<file path="src/rtl/mdu_sequencer.sv">
// Multi-cycle MUL/MULHU/DIVU/REMU sequencer driving the shared E-stage ALU.
// Define MDU_SIGNED_EN to add signed MULH/DIV/REM with a one-cycle FIX step.
module mdu_sequencer #(
  parameter int WIDTH = 32
) (
  input  logic             clk,
  input  logic             reset,
  input  logic             StartE,
`ifdef MDU_SIGNED_EN
  input  logic [2:0]       MdOpE,
`else
  input  logic [1:0]       MdOpE,
`endif
  input  logic [WIDTH-1:0] Op1E,
  input  logic [WIDTH-1:0] Op2E,
  output logic [3:0]       SeqALUCtrl,
  output logic [WIDTH-1:0] SeqOp1,
  output logic [WIDTH-1:0] SeqOp2,
  input  logic [WIDTH-1:0] SeqALURes,
  input  logic             SeqALUCarry,
  output logic             BusyE,
  output logic             DoneE,
  output logic [WIDTH-1:0] ResultE
);

  localparam int CNT_W = $clog2(WIDTH) + 1;
`ifdef MDU_SIGNED_EN
  localparam int OP_W = 3;
`else
  localparam int OP_W = 2;
`endif

`ifdef MDU_SIGNED_EN
  typedef enum logic [1:0] {
    IDLE = 2'd0, RUN = 2'd1, DONE = 2'd2, FIX = 2'd3
  } state_t;
`else
  typedef enum logic [1:0] {
    IDLE = 2'd0, RUN = 2'd1, DONE = 2'd2
  } state_t;
`endif

  state_t           state, state_n;
  logic [OP_W-1:0]  op, op_n;
  logic [WIDTH-1:0] hi, hi_n;
  logic [WIDTH-1:0] lo, lo_n;
  logic [WIDTH-1:0] dv, dv_n;
  logic [WIDTH-1:0] res, res_n;
  logic [CNT_W-1:0] cnt, cnt_n;
  logic [WIDTH-1:0] rem_s;
  logic             qbit;
  logic [WIDTH-1:0] mag1, mag2;
  logic             last;

  assign rem_s = {hi[WIDTH-2:0], lo[WIDTH-1]};
  assign qbit  = hi[WIDTH-1] | ~SeqALUCarry;
  assign last  = (cnt == CNT_W'(WIDTH - 1));

`ifdef MDU_SIGNED_EN
  logic             neg_q, neg_q_n;
  logic             neg_r, neg_r_n;
  logic             fix_neg;
  logic [WIDTH-1:0] fix_val;

  assign mag1 = (MdOpE[2] && Op1E[WIDTH-1]) ? -Op1E : Op1E;
  assign mag2 = (MdOpE[2] && Op2E[WIDTH-1]) ? -Op2E : Op2E;
  assign fix_neg = (op[1] && op[0]) ? neg_r : neg_q;
  assign fix_val = op[0] ? hi : lo;
`else
  assign mag1 = Op1E;
  assign mag2 = Op2E;
`endif

  assign BusyE   = (state == RUN)
`ifdef MDU_SIGNED_EN
                 | (state == FIX)
`endif
                 ;
  assign DoneE   = (state == DONE);
  assign ResultE = res;

  // ALU operand drive depends only on registered state, never on ALU outputs
  always_comb begin
    SeqALUCtrl = 4'b0000;
    SeqOp1     = '0;
    SeqOp2     = '0;
    case (state)
      RUN: begin
        if (op[1]) begin
          SeqALUCtrl = 4'b0001;
          SeqOp1     = rem_s;
          SeqOp2     = dv;
        end else begin
          SeqOp1 = hi;
          SeqOp2 = lo[0] ? dv : '0;
        end
      end
`ifdef MDU_SIGNED_EN
      // high half of a negated product borrows once when low half is nonzero
      FIX: begin
        if (fix_neg) begin
          SeqALUCtrl = 4'b0001;
          SeqOp1     = (!op[1] && op[0] && lo != '0) ? '1 : '0;
          SeqOp2     = fix_val;
        end
      end
`endif
      default: ;
    endcase
  end

  always_comb begin
    state_n = state;
    op_n    = op;
    hi_n    = hi;
    lo_n    = lo;
    dv_n    = dv;
    res_n   = res;
    cnt_n   = cnt;
`ifdef MDU_SIGNED_EN
    neg_q_n = neg_q;
    neg_r_n = neg_r;
`endif
    case (state)
      IDLE: begin
        if (StartE) begin
          op_n  = MdOpE;
          hi_n  = '0;
          cnt_n = '0;
          lo_n  = MdOpE[1] ? mag1 : mag2;
          dv_n  = MdOpE[1] ? mag2 : mag1;
`ifdef MDU_SIGNED_EN
          neg_q_n = MdOpE[2] & (Op1E[WIDTH-1] ^ Op2E[WIDTH-1]);
          neg_r_n = MdOpE[2] & Op1E[WIDTH-1];
`endif
          if (MdOpE[1] && Op2E == '0) begin
            state_n = DONE;
            res_n   = MdOpE[0] ? Op1E : '1;
          end else begin
            state_n = RUN;
          end
        end
      end
      RUN: begin
        cnt_n = cnt + 1'b1;
        if (op[1]) begin
          hi_n = qbit ? SeqALURes : rem_s;
          lo_n = {lo[WIDTH-2:0], qbit};
        end else begin
          {hi_n, lo_n} = {SeqALUCarry, SeqALURes, lo[WIDTH-1:1]};
        end
        if (last) begin
          res_n   = op[0] ? hi_n : lo_n;
          state_n = DONE;
`ifdef MDU_SIGNED_EN
          if (op[2]) state_n = FIX;
`endif
        end
      end
`ifdef MDU_SIGNED_EN
      FIX: begin
        res_n   = fix_neg ? SeqALURes : fix_val;
        state_n = DONE;
      end
`endif
      DONE: state_n = IDLE;
      default: state_n = IDLE;
    endcase
  end

  always_ff @(posedge clk) begin
    if (reset) begin
      state <= IDLE;
      op    <= '0;
      hi    <= '0;
      lo    <= '0;
      dv    <= '0;
      res   <= '0;
      cnt   <= '0;
`ifdef MDU_SIGNED_EN
      neg_q <= 1'b0;
      neg_r <= 1'b0;
`endif
    end else begin
      state <= state_n;
      op    <= op_n;
      hi    <= hi_n;
      lo    <= lo_n;
      dv    <= dv_n;
      res   <= res_n;
      cnt   <= cnt_n;
`ifdef MDU_SIGNED_EN
      neg_q <= neg_q_n;
      neg_r <= neg_r_n;
`endif
    end
  end

endmodule

</file>
<file path="config.mk">
export PLATFORM = sky130hd
export DESIGN_NAME = mdu_sequencer
export DESIGN_NICKNAME = d
export VERILOG_FILES = /design/src/rtl/mdu_sequencer.sv
export SDC_FILE = /design/constraint.sdc
export NUM_CORES = 1
export LEC_CHECK = 0
export BUFFER_PORTS_ARGS = -buffer_cell sky130_fd_sc_hd__buf_2
export CELL_PAD_IN_SITES_DETAIL_PLACEMENT = 0
export CELL_PAD_IN_SITES_GLOBAL_PLACEMENT = 1
export CORE_MARGIN = 3
export CORE_UTILIZATION = 34
export CTS_BUF_LIST = sky130_fd_sc_hd__clkbuf_8
export CTS_CLUSTER_DIAMETER = 50
export DETAILED_ROUTE_END_ITERATION = 12
export PLACE_DENSITY = 0.72
export SETUP_SLACK_MARGIN = 0.2
export SLEW_MARGIN = 20
export SYNTH_ARGS = -nofsm -noshare
export SYNTH_HDL_FRONTEND = slang
export SYNTH_SLANG_ARGS = --single-unit
</file>
<file path="constraint.sdc">
create_clock -name clk -period 4.7 [get_ports clk]
set_clock_uncertainty 0.1 [all_clocks]
set_input_delay 0.47 -clock clk [delete_from_list [all_inputs] [get_ports clk]]
set_output_delay 0.47 -clock clk [all_outputs]
set_load 0.01 [all_outputs]
</file>
## Word level (Yosys, flattened, before mapping)

Index checks and enable logic that the tools add are counted.

- Bits of input ports: 102
- Output and inout bits: 102
- Word-level logic and storage cells: 52
- Bits in registers: 138

- Reductions and logical operators: 8
- Equal/unequal tests: 6
- Multiplexer cells: 28
- Add/subtract/negate cells: 1
- Bitwise operators: 2

Operator list:

| kind | number |
|---|---|
| $mux 32 | 17 |
| $pmux 32 s2 | 3 |
| $logic_not 32->1 | 1 |
| $pmux 6 s2 | 1 |
| $add 6x1->6 const B | 1 |
| $eq 6x5->1 const B | 1 |
| $mux 2 | 3 |
| $mux 6 | 1 |
| $reduce_and 2->1 | 3 |
| $ne 2x2->1 const B | 2 |
| $pmux 2 s2 | 1 |
| $reduce_and 4->1 | 1 |
| $eq 2x1->1 const B | 1 |
| $eq 2x2->1 const B | 1 |
| $logic_not 2->1 | 1 |
| $mux 1 | 2 |
| $ne 2x1->1 const B | 1 |
| $reduce_bool 2->1 | 1 |
| $logic_and 1x1->1 | 1 |
| $not 1->1 | 1 |
| $or 1x1->1 | 1 |

## Depth between registers and ports, before layout

Gate-level depths: netlist of run 1.

- Depth after elaboration: 7
- Gate-level depth with buffers: 8
- Depth with buffers taken out: 6

## Worst setup path before layout of run 1

OpenSTA, ideal clock, no wires.

- Path kind: reg2out
- From: reg op[1]
- To: out SeqOp2[10]
- Cell stages (with the launch flop): 8
- Setup slack: 2.492 ns
- Data arrival time: 1.638 ns
- Data required time: 4.130 ns
- Buffers on the path: 4
- Cells stage by stage: dfxtp_1 > clkbuf_1 > buf_2 > buf_2 > nor2_1 > nor2_1 > clkbuf_1 > and2_1

- Longest elaborated chain between the ends: 2

RTL lines:

| what | RTL line | RTL |
|---|---|---|
| start: declaration | 44 | `logic [OP_W-1:0] op, op_n;` |
| start signal: assignment | 186 | `op <= op_n;` |
| $mux 32 | 89 | `if (op[1]) begin` |
| $mux 32 | 87 | `case (state)` |
| end: declaration | 18 | `output logic [WIDTH-1:0] SeqOp2,` |

No other way between the ends.

## Worst setup path in the final report of run 1

- From: reg state[1]
- To: out SeqOp2[19]

- Longest elaborated chain between the ends: 2

RTL lines:

| what | RTL line | RTL |
|---|---|---|
| start: declaration | 43 | `state_t state, state_n;` |
| start signal: assignment | 185 | `state <= state_n;` |
| $eq 2x1->1 | 87 |  |
| $mux 32 | 87 |  |

No other way between the ends.

==> results of run 1 <==
==> where the power goes <==
part	total, uW	switching (uW)	leakage [uW]	internal, uW
registers	1310	75.1	0.00113	1240
logic	590	361	0.00270	230
clock network	1130	498	0.000222	633
==> placed cells by master, fill, tap and decap left out, types with 3 or more instances in the layout <==
| cell | count |
|---|---|
| nor2_1 | 174 |
| clkbuf_8 | 17 |
| dfxtp_1 | 136 |
| bufinv_16 | 5 |
| inv_2 | 3 |
| and2_1 | 34 |
| nand2_1 | 12 |
| clkinvlp_4 | 3 |
| nor3_1 | 4 |
| mux2_2 | 5 |
| nor4_1 | 6 |
| nand4_1 | 33 |
| nand3_1 | 7 |
| mux4_2 | 9 |
| mux2_1 | 4 |
| o221ai_1 | 30 |
| a31oi_1 | 29 |
| o21ai_0 | 55 |
| mux2i_1 | 127 |
| clkinv_2 | 3 |
| o21a_1 | 9 |
| buf_4 | 15 |
| conb_1 | 3 |
| a211oi_1 | 55 |
| and3b_1 | 21 |
| o21ai_1 | 29 |
| buf_2 | 198 |
| o22ai_1 | 42 |
| a21oi_1 | 49 |
==> final cells by class <==
| cell class | count | area (um^2) |
|---|---|---|
| Clock buffer | 17 | 234 |
| Tap cell | 319 | 399 |
| Fill cell | 2552 | 13900 |
| Sequential cell | 138 | 2770 |
| Antenna cell | 2 | 5.00 |
| Clock inverter | 15 | 223 |
| Multi-Input combinational cell | 759 | 5040 |
| Inverter | 5 | 18.8 |
| Timing Repair Buffer | 213 | 1100 |
==> per-stage QoR <==
step                      utilization [%]  hold WS [ns]
final                                41.3         0.154
after global routing                 41.3         0.167
after CTS                            41.3         0.132
after detailed placement             39.4         0.353
after global placement               39.4         0.351
after floorplan                         -         0.360
==> routing by layer <==
| metal | track usage, % | part of all wire, % | vias to the layer above |
|---|---|---|---|
| li1 | - | - | 3992 |
| met1 | 33.3 | 51 | 3757 |
| met2 | 29.3 | 41 | 275 |
| met3 | 4.39 | 6.6 | 26 |
| met4 | 5.39 | 1.2 | 6 |
| met5 | 0 | 0.12 | - |
==> kinds of logic (layout without fill, tap and decap cells) <==
logic type      after synthesis  after routing  share of synthesized area, %
buf+inv                     117            250                          5.83
mux                         145            145                          19.1
xor+xnor                      1              1                         0.106
simple gates                302            302                          17.8
compound gates              307            307                          23.6
other cells                   1              5                        0.0454
fa+ha+maj                     1              1                         0.151
flops                       138            138                          33.4
==> worst paths after layout <==
check / to / slack [ns]
min reg2reg: ResultE[20] / 0.36
min: op[0] / 0.15
max: SeqOp2[19] / 1.32
max reg2reg: ResultE[29] / 1.59
==> registers in the layout, summed over array words and instances, names as in the netlist <==
register,cells
state,2
cnt,6
hi,32
lo,32
ResultE,32
dv,32
op,2
==> worst min-delay path: cells and delay by family <==
| family | cells | cell delay [ns] |
|---|---|---|
| buf+inv | 1 | 0.10 |
| compound gates | 1 | 0.05 |
| simple gates | 1 | 0.05 |
==> reports/metrics.csv, run 1 <==
stage;metric;value;unit
timing;f_max;295;MHz
global_route;first-pass GRT wire length;44300;um
synth;flops & latches, synth;138;
synth;Synth Instances;1012;
drt;Post-route DRC;0;
synth;ranking of synthesized cells by area;dfxtp_1 33%, mux2i_1 15%, nor2_1 7.9%, a211oi_1 5.0%, clkbuf_1 3.5%;
clock_network;Root Driver;clkbuf_8;
placed_design;placed instance area;9330;um^2
setup_path;FF-to-FF path depth;6;
floorplanning;CORE AREA;23700;um^2
setup_path;most used cell, CP;buf_4;
placed_design;Cells after DPL;1434;
layout;Layout Cells excl Fill;1468;
synth;Mean Syn Cell Area;8.16;um^2
drt;Routed WL per cell;19.6;um
drt;1st-iter DRT viols;937;
clock_network;CTS Hold Bufs;0;
timing;count of final hold-check violations;0;
setup_path;critical path's largest stage delay;0.80;ns
clock_network;CTS tree;done;
global_route;All-Layer GR Usage;21.3;%
worst_hold_path;Hold Path Class;input port to register;
timing;Worst-Margin Slew;1.07;ns
power_and_ir_drop;Static Leak;0.00406;uW
synth;synth cell count leaders;174 x nor2_1, 138 x dfxtp_1, 127 x mux2i_1;
layout;area delta synth->final;18.5;%
drt;Via Count;8056;
placed_design;DP HPWL;20500;um
timing;post-layout min period;3.38;ns
floorplanning;die area;26200;um^2
global_route;total grt overflow;0;
clock_network;clock-pin transition on the worst setup and hold timing paths;0.08;ns
synth;Post-Syn Area;8260;um^2
global_route;initial antenna violation count;5;
flow_run;max cap viols;0;
timing;Final setup viols;0;
setup_path;CP max stage cell;buf_4;
power_and_ir_drop;Worst VDD drop;0.145;mV
floorplanning;Chip Width;162;um
synth;synth warn;0;
timing;final setup TNS;0;ns
timing;Slew HR;28.9;%
setup_path;CP Data Required Time;4.13;ns
drt;vias per cell;5.49;
synth;Synth top area share;33.4;%
clock_network;htree depth;4;
synth;area leader, netlist;dfxtp_1;
drt;drt total wl;28800;um
placed_design;Port Buffer Count;200;
synth;Distinct cells, synth;47;
clock_network;CTS Sinks;138;
status;outcome;complete, no violations;
synth;ys flop type;dfxtp_1;
setup_path;worst-path cell chain;nand2b_4 -> buf_4 -> nor2_1 -> buf_4 -> and2_1 -> buf_2;
floorplanning;Starting Density;34.9;%
setup_path;Critical R2R Launch;hi[31];
synth;most frequent cell after synthesis;nor2_1;
setup_path;Setup Crit Path Kind;register to output port;
floorplanning;std cell rows;56;
placed_design;Place WS;1.60;ns
drt;router iterations before antenna repair;5;
worst_hold_path;hold_sp;MdOpE[0];
clock_network;CTS max path bufs;2;
timing;RSZ-0062 raised after global routing;no;
setup_path;crit-path max FO;93;
global_route;vias in the first global route;7494;
synth;register area share after synthesis;33.4;%
layout;Finished Cell Area;9790;um^2
layout;share of cells above drive strength 1;23.5;%
synth;Async SR Flop Fraction;0;%
clock_network;clk_lat worst skew;0.45;ns
power_and_ir_drop;PD cells;310;nW/um^2
floorplanning;I/O pin total;204;
drt;Final ANT Viol Nets;0;
worst_hold_path;Hold Path Cell Cnt;3;
setup_path;Critical path origin;state[1];
synth;number of synthesized flops with an enable pin;0;
timing;Max Slew Vio Count;0;
setup_path;WP buf/inv;3;
setup_path;Crit. End Element;output port;
clock_network;post-CTS setup buffer count;0;
timing;Tcrit/Tclk final;72.0;%
placed_design;gpl congestion;0.872;
setup_path;Critical Path AT;2.81;ns
setup_path;Stages on worst setup path;6;
clock_network;Num CTS Buffers;17;
setup_path;CP top delay family;buffers and inverters;
timing;final setup margin;1.32;ns
layout;nets;1237;
global_route;largest net degree at the start of global routing;94;
clock_network;Resized cells post-CTS;0;
setup_path;CP Launch Type;register;
floorplanning;Die Y;162;um
power_and_ir_drop;total power draw;3030;uW
Note: power is estimated with default switching activity, not from simulation.
==> run 2: changes to the inputs <==
Clock period 4.7 ns to 3.18 ns, I/O delays scaled along.
==> run 2 against run 1 <==
Register-to-register slack got worse by 0.76 ns. Utilization is 0.35 points higher. Critical path depth unchanged. Non-clock buffer count grew 9. Cell count grew 0.68%. Sequential share of layout area down 0.24 points. Worst setup slack worse by 0.93 ns. Clock-buffer cell count increased by 1. Combinational power increased by 54%. Via count increased by 1.4%. First-iteration DRC count shrank 14%. Clock power grew 44%.
==> reports/metrics.csv, run 2 (synthesis gave the netlist of run 1 again) <==
stage;metric;value;unit;change
setup_path;Crit. End Element;output port;;unchanged
setup_path;Critical R2R Launch;cnt[0];;was hi[31]
setup_path;CP Launch Type;register;;unchanged
clock_network;htree depth;4;;unchanged
floorplanning;Chip Width;162;um;unchanged
drt;1st-iter DRT viols;802;;was 937
setup_path;worst-path cell chain;buf_4 -> nor2_1 -> nor2_1 -> buf_4 -> and2_1 -> buf_2;;was nand2b_4 -> buf_4 -> nor2_1 -> buf_4 -> and2_1 -> buf_2
power_and_ir_drop;sequential share of power;43.1;%;was 43.2%
layout;area occupied by multi-input gates;5040;um^2;unchanged
global_route;vias in the first global route;7659;;was 7494
global_route;initial antenna violation count;6;;was 5
worst_hold_path;Worst Hold End;op[0];;unchanged
drt;Final ANT Viol Nets;0;;unchanged
power_and_ir_drop;sw frac;31.5;%;was 30.8%
clock_network;CTS Hold Bufs;0;;unchanged
timing;RSZ-0062 raised after global routing;no;;unchanged
flow_run;max cap viols;0;;unchanged
placed_design;DP HPWL;20900;um;was 20500 um
clock_network;clock-pin transition on the worst setup and hold timing paths;0.09;ns;was 0.08 ns
layout;nets;1246;;was 1237
status;outcome;complete, no violations;;unchanged
setup_path;CP max stage cell;dfxtp_4;;was buf_4
timing;post-layout min period;2.79;ns;
worst_hold_path;Hold Path Cell Cnt;3;;unchanged
setup_path;critical path's largest stage delay;0.61;ns;was 0.80 ns
worst_hold_path;hold_sp;MdOpE[0];;unchanged
power_and_ir_drop;Clk pwr share;36.5;%;was 37.3%
timing;Slew HR;43.1;%;was 28.9%
floorplanning;std cell rows;56;;unchanged
clock_network;clk_lat worst skew;0.46;ns;was 0.45 ns
power_and_ir_drop;Worst VDD drop;0.216;mV;was 0.145 mV
global_route;total grt overflow;0;;unchanged
floorplanning;CORE AREA;23700;um^2;unchanged
power_and_ir_drop;Switching Power;1400;uW;was 934 uW
clock_network;Num CTS Buffers;17;;unchanged
layout;most frequent cells in the layout;198 x buf_2, 174 x nor2_1, 136 x dfxtp_1;;unchanged
layout;Layout Cells excl Fill;1478;;was 1468
layout;Filler cells;2522;;was 2552
drt;Routed WL per cell;20.1;um;was 19.6 um
timing;count of final hold-check violations;0;;unchanged
drt;router iterations before antenna repair;5;;unchanged
worst_hold_path;Hold Path Class;input port to register;;unchanged
timing;Tcrit/Tclk final;87.8;%;
floorplanning;die area;26200;um^2;unchanged
clock_network;Resized cells post-CTS;0;;unchanged
setup_path;crit-path max FO;32;;was 93
power_and_ir_drop;total power draw;4460;uW;was 3030 uW
power_and_ir_drop;combinational share of power;20.4;%;was 19.5%
drt;Post-route DRC;0;;unchanged
drt;Via Count;8165;;was 8056
setup_path;Critical Path AT;2.38;ns;was 2.81 ns
global_route;first-pass GRT wire length;45600;um;was 44300 um
setup_path;R2R setup slack;0.83;ns;was 1.59 ns
timing;f_max;358;MHz;
layout;share of cells above drive strength 1;24.1;%;was 23.5%
setup_path;CP Data Required Time;2.76;ns;was 4.13 ns
global_route;largest net degree at the start of global routing;109;;was 94
drt;vias per cell;5.52;;was 5.49
setup_path;Setup Crit Path Kind;register to output port;;unchanged
power_and_ir_drop;P_int;3050;uW;was 2100 uW
power_and_ir_drop;Static Leak;0.00410;uW;was 0.00406 uW
timing;final setup TNS;0;ns;unchanged
clock_network;Root Driver;clkbuf_8;;unchanged
floorplanning;Starting Density;34.9;%;unchanged
setup_path;reg-to-reg endpoint;ResultE[0];;was ResultE[29]
drt;drt total wl;29600;um;was 28800 um
layout;area delta synth->final;19.5;%;was 18.5%
placed_design;gpl congestion;0.875;;was 0.872
layout;register area;2770;um^2;unchanged
clock_network;CTS Sinks;138;;unchanged
global_route;All-Layer GR Usage;21.9;%;was 21.3%
clock_network;CTS tree;done;;unchanged
clock_network;CTS max path bufs;2;;unchanged
timing;Worst-Margin Slew;0.852;ns;was 1.07 ns
layout;commonest non-fill, non-tap cell in the layout;buf_2;;unchanged
placed_design;Port Buffer Count;200;;unchanged
setup_path;Critical path origin;op[1];;was state[1]
placed_design;Cells after DPL;1443;;was 1434
floorplanning;Die Y;162;um;unchanged
clock_network;post-CTS setup buffer count;0;;unchanged
setup_path;FF-to-FF path depth;6;;unchanged
timing;Final setup viols;0;;unchanged
power_and_ir_drop;PD cells;452;nW/um^2;was 310 nW/um^2
floorplanning;I/O pin total;204;;unchanged
timing;Max Slew Vio Count;0;;unchanged
run 2: cell types whose count changed in the layout (fill, tap and decap cells not counted), moves of 2 or more:
cell,delta
buf_4,+7
inv_6,-2
clkinv_2,-2
clkinv_4,+2
buf_12,+2
run 2: power groups by stage:
stage | clock network [uW] | registers (uW) | logic [uW]
after floorplan | 0 | 1920 | 620
after global placement | 0 | 1960 | 891
after detailed placement | 0 | 1960 | 895
after CTS | 1660 | 1920 | 899
after global routing | 1730 | 1940 | 997
final | 1630 | 1920 | 908
run 2: critical path: cells and delay by family (launching register included):
family                 cells  cell delay, ns
buffers and inverters      3            0.88
flip-flops                 1            0.61
AND/OR/NAND/NOR            3            0.42
run 2: metal layers:
metal  wire (um)  global-route usage, %  part of all wire, %  vias up
li1            -                      -                    -     4027
met1       15000                   33.9                   51     3825
met2       12200                   30.3                   41      274
met3        1880                   4.64                  6.4       31
met4         486                   5.93                  1.6        8
met5          61                      0                 0.21        -
run 2: through the flow:
stage	util, %	setup slack [ns]	area, um^2	hold slack [ns]
global placement	39.8	0.521	9420	0.347
detailed placement	39.8	0.496	9420	0.354
global route	41.7	0.203	9870	0.0202
CTS	41.6	0.348	9860	0.00712
floorplan	-	1.12	8270	0.354
finish	41.7	0.387	9870	0.0261
run 2: how the worst max path moves through the flow:
stage / to / cells past startpoint / slack, ns
2_1_floorplan: SeqOp2[10] / 7 / 1.12
3_3_place_gp: ResultE[0] / 6 / 0.52
3_5_place_dp: ResultE[0] / 6 / 0.50
4_1_cts: SeqOp2[29] / 6 / 0.35
5_1_grt: SeqOp2[30] / 6 / 0.20
6_report: SeqOp2[29] / 6 / 0.39
run 2: layout make-up:
class / instances / area share, %
clock inverters: 14 / 1.99
diodes: 3 / 0.0761
flip-flops and latches: 138 / 28.0
multi-input cells: 759 / 51.0
well taps: 319 / 4.04
inverters: 5 / 0.190
clock buffers: 18 / 2.51
repair buffers: 222 / 12.1
==> run 3: changes to the inputs <==
Settings changed: BUFFER_PORTS_ARGS -buffer_cell sky130_fd_sc_hd__buf_2 to default, DONT_BUFFER_PORTS from default to 1, PLACE_DENSITY 0.72 to 0.62, REMOVE_ABC_BUFFERS from default to 1.
==> run 3 against run 2 <==
Via count down 6.7%. Cell count decreased by 12%. Sequential power is essentially flat. Register-to-register slack got worse by 0.06 ns. Power is 3.1% lower. Cell area is 7.1% lower. Combinational power decreased by 9.3%. Die area is the same.
==> reports/metrics.csv, run 3 (synthesis gave the netlist of run 1 again) <==
stage;metric;value;unit;change
drt;vias per cell;5.83;;was 5.52
global_route;All-Layer GR Usage;22.5;%;was 21.9%
layout;area delta synth->final;11.0;%;was 19.5%
drt;Via Count;7618;;was 8165
drt;Post-route DRC;0;;unchanged
floorplanning;I/O pin total;204;;unchanged
global_route;Global Route met2 Usage;32.6;%;was 30.3%
drt;Final ANT Viol Nets;0;;unchanged
global_route;largest net degree at the start of global routing;109;;unchanged
timing;Max Slew Vio Count;0;;unchanged
global_route;met3 Use GR;6.66;%;was 4.64%
setup_path;FF-to-FF path depth;6;;unchanged
placed_design;placed instance area;8400;um^2;was 9420 um^2
power_and_ir_drop;total power draw;4320;uW;was 4460 uW
floorplanning;CORE AREA;23700;um^2;unchanged
flow_run;max cap viols;0;;unchanged
timing;Slew HR;37.9;%;was 43.1%
timing;final setup margin;0.623;ns;was 0.387 ns
clock_network;Root Driver;clkbuf_8;;unchanged
drt;1st-iter DRT viols;796;;was 802
global_route;initial antenna violation count;0;;was 6
timing;worst hold slack;0.0312;ns;was 0.0261 ns
drt;Routed WL per cell;23.4;um;was 20.1 um
floorplanning;Die Y;162;um;unchanged
drt;router iterations before antenna repair;5;;unchanged
placed_design;Cells after DPL;1242;;was 1443
global_route;first-pass GRT wire length;46200;um;was 45600 um
setup_path;R2R setup slack;0.77;ns;was 0.83 ns
power_and_ir_drop;Static Leak;0.00328;uW;was 0.00410 uW
setup_path;Setup Crit Path Kind;register to output port;;unchanged
global_route;total grt overflow;0;;unchanged
layout;area occupied by multi-input gates;5040;um^2;about the same
status;outcome;complete, no violations;;unchanged
clock_network;post-CTS setup buffer count;0;;unchanged
floorplanning;die area;26200;um^2;unchanged
clock_network;clk_lat worst skew;0.45;ns;was 0.46 ns
clock_network;CTS tree;done;;unchanged
clock_network;Resized cells post-CTS;0;;unchanged
timing;Final setup viols;0;;unchanged
layout;Finished Cell Area;9170;um^2;was 9870 um^2
power_and_ir_drop;PD cells;471;nW/um^2;was 452 nW/um^2
setup_path;Critical R2R Launch;hi[31];;was cnt[0]
global_route;grt met1 use;32.3;%;was 33.9%
timing;f_max;391;MHz;was 358 MHz
timing;post-layout min period;2.56;ns;was 2.79 ns
setup_path;reg-to-reg endpoint;ResultE[15];;was ResultE[0]
layout;register area;2770;um^2;unchanged
layout;Layout Cells excl Fill;1306;;was 1478
setup_path;CP Launch Type;register;;unchanged
layout;share of cells above drive strength 1;7.80;%;was 24.1%
floorplanning;Starting Density;34.9;%;unchanged
drt;drt total wl;30500;um;was 29600 um
setup_path;Critical Path AT;2.14;ns;was 2.38 ns
placed_design;gpl congestion;0.833;;was 0.875
layout;nets;1078;;was 1246
clock_network;CTS Hold Bufs;33;;was 0
placed_design;DP HPWL;20600;um;was 20900 um
setup_path;crit-path max FO;32;;unchanged
timing;count of final hold-check violations;0;;unchanged
clock_network;htree depth;4;;unchanged
floorplanning;std cell rows;56;;unchanged
placed_design;Port Buffer Count;0;;was 200
global_route;busiest grt layer;met2;;was met1
layout;ANT cells;0;;was 3
clock_network;CTS Sinks;138;;unchanged
worst_hold_path;Hold Path Class;input port to register;;unchanged
global_route;vias in the first global route;7463;;was 7659
setup_path;CP Data Required Time;2.76;ns;about the same
layout;most frequent cells in the layout;173 x nor2_1, 136 x dfxtp_1, 127 x mux2i_1;;was 198 x buf_2, 174 x nor2_1, 136 x dfxtp_1
timing;Tcrit/Tclk final;80.4;%;was 87.8%
setup_path;Critical path origin;op[1];;unchanged
clock_network;Num CTS Buffers;17;;unchanged
layout;commonest non-fill, non-tap cell in the layout;nor2_1;;was buf_2
timing;RSZ-0062 raised after global routing;no;;unchanged
floorplanning;Chip Width;162;um;unchanged
setup_path;Crit. End Element;output port;;unchanged
clock_network;clock-pin transition on the worst setup and hold timing paths;0.08;ns;was 0.09 ns
setup_path;end point of the critical path;SeqOp2[27];;was SeqOp2[29]
power_and_ir_drop;Worst VDD drop;0.245;mV;was 0.216 mV
clock_network;CTS max path bufs;2;;unchanged
placed_design;Place WS;0.767;ns;was 0.496 ns
layout;Filler cells;2509;;was 2522
timing;Worst-Margin Slew;0.928;ns;was 0.852 ns
## run 3: cell type report
| type | instances | share of cell area (%) |
|---|---|---|
| timing repair buffer | 54 | 5.65 |
| inverter | 5 | 0.205 |
| clock buffer | 18 | 2.70 |
| sequential | 138 | 30.2 |
| clock inverter | 13 | 1.95 |
| tap | 319 | 4.35 |
| multi-input combinational | 759 | 55.0 |
## run 3: routing by layer
| layer | routed length, um | vias to the layer above |
|---|---|---|
| met1 | 14400 | 3635 |
| met4 | 618 | 0 |
| li1 | - | 3669 |
| met5 | 0 | - |
| met2 | 13000 | 284 |
| met3 | 2490 | 30 |
## run 3: power breakdown
part	internal, uW	switching [uW]
Clock	865	719
Combinational	326	498
Sequential	1830	86.0
## run 3: per-stage QoR
stage	util, %	setup TNS [ns]
final	38.7	0
after global routing	38.7	0
after CTS	38.7	0
after detailed placement	35.5	0
after global placement	35.5	0
after floorplan	-	-269.01
## run 3: critical path, stage by stage (launching register included)
cell	delay [ns]
dfxtp_4	0.56
buf_4	0.41
nor2_1	0.11
nor2_2	0.08
buf_4	0.28
and2_1	0.25
## run 3: how the worst min path moves through the flow
stage              from     endpoint  slack, ns  cells after the start
3_3_place_gp      reset       dv[19]       0.30                      1
6_report        Op2E[2]        dv[2]       0.03                      2
2_1_floorplan     reset       cnt[1]       0.29                      1
4_1_cts         Op2E[2]        dv[2]     0.0006                      2
5_1_grt        Op1E[10]  ResultE[10]      0.001                      2
3_5_place_dp      reset       dv[19]       0.30                      1
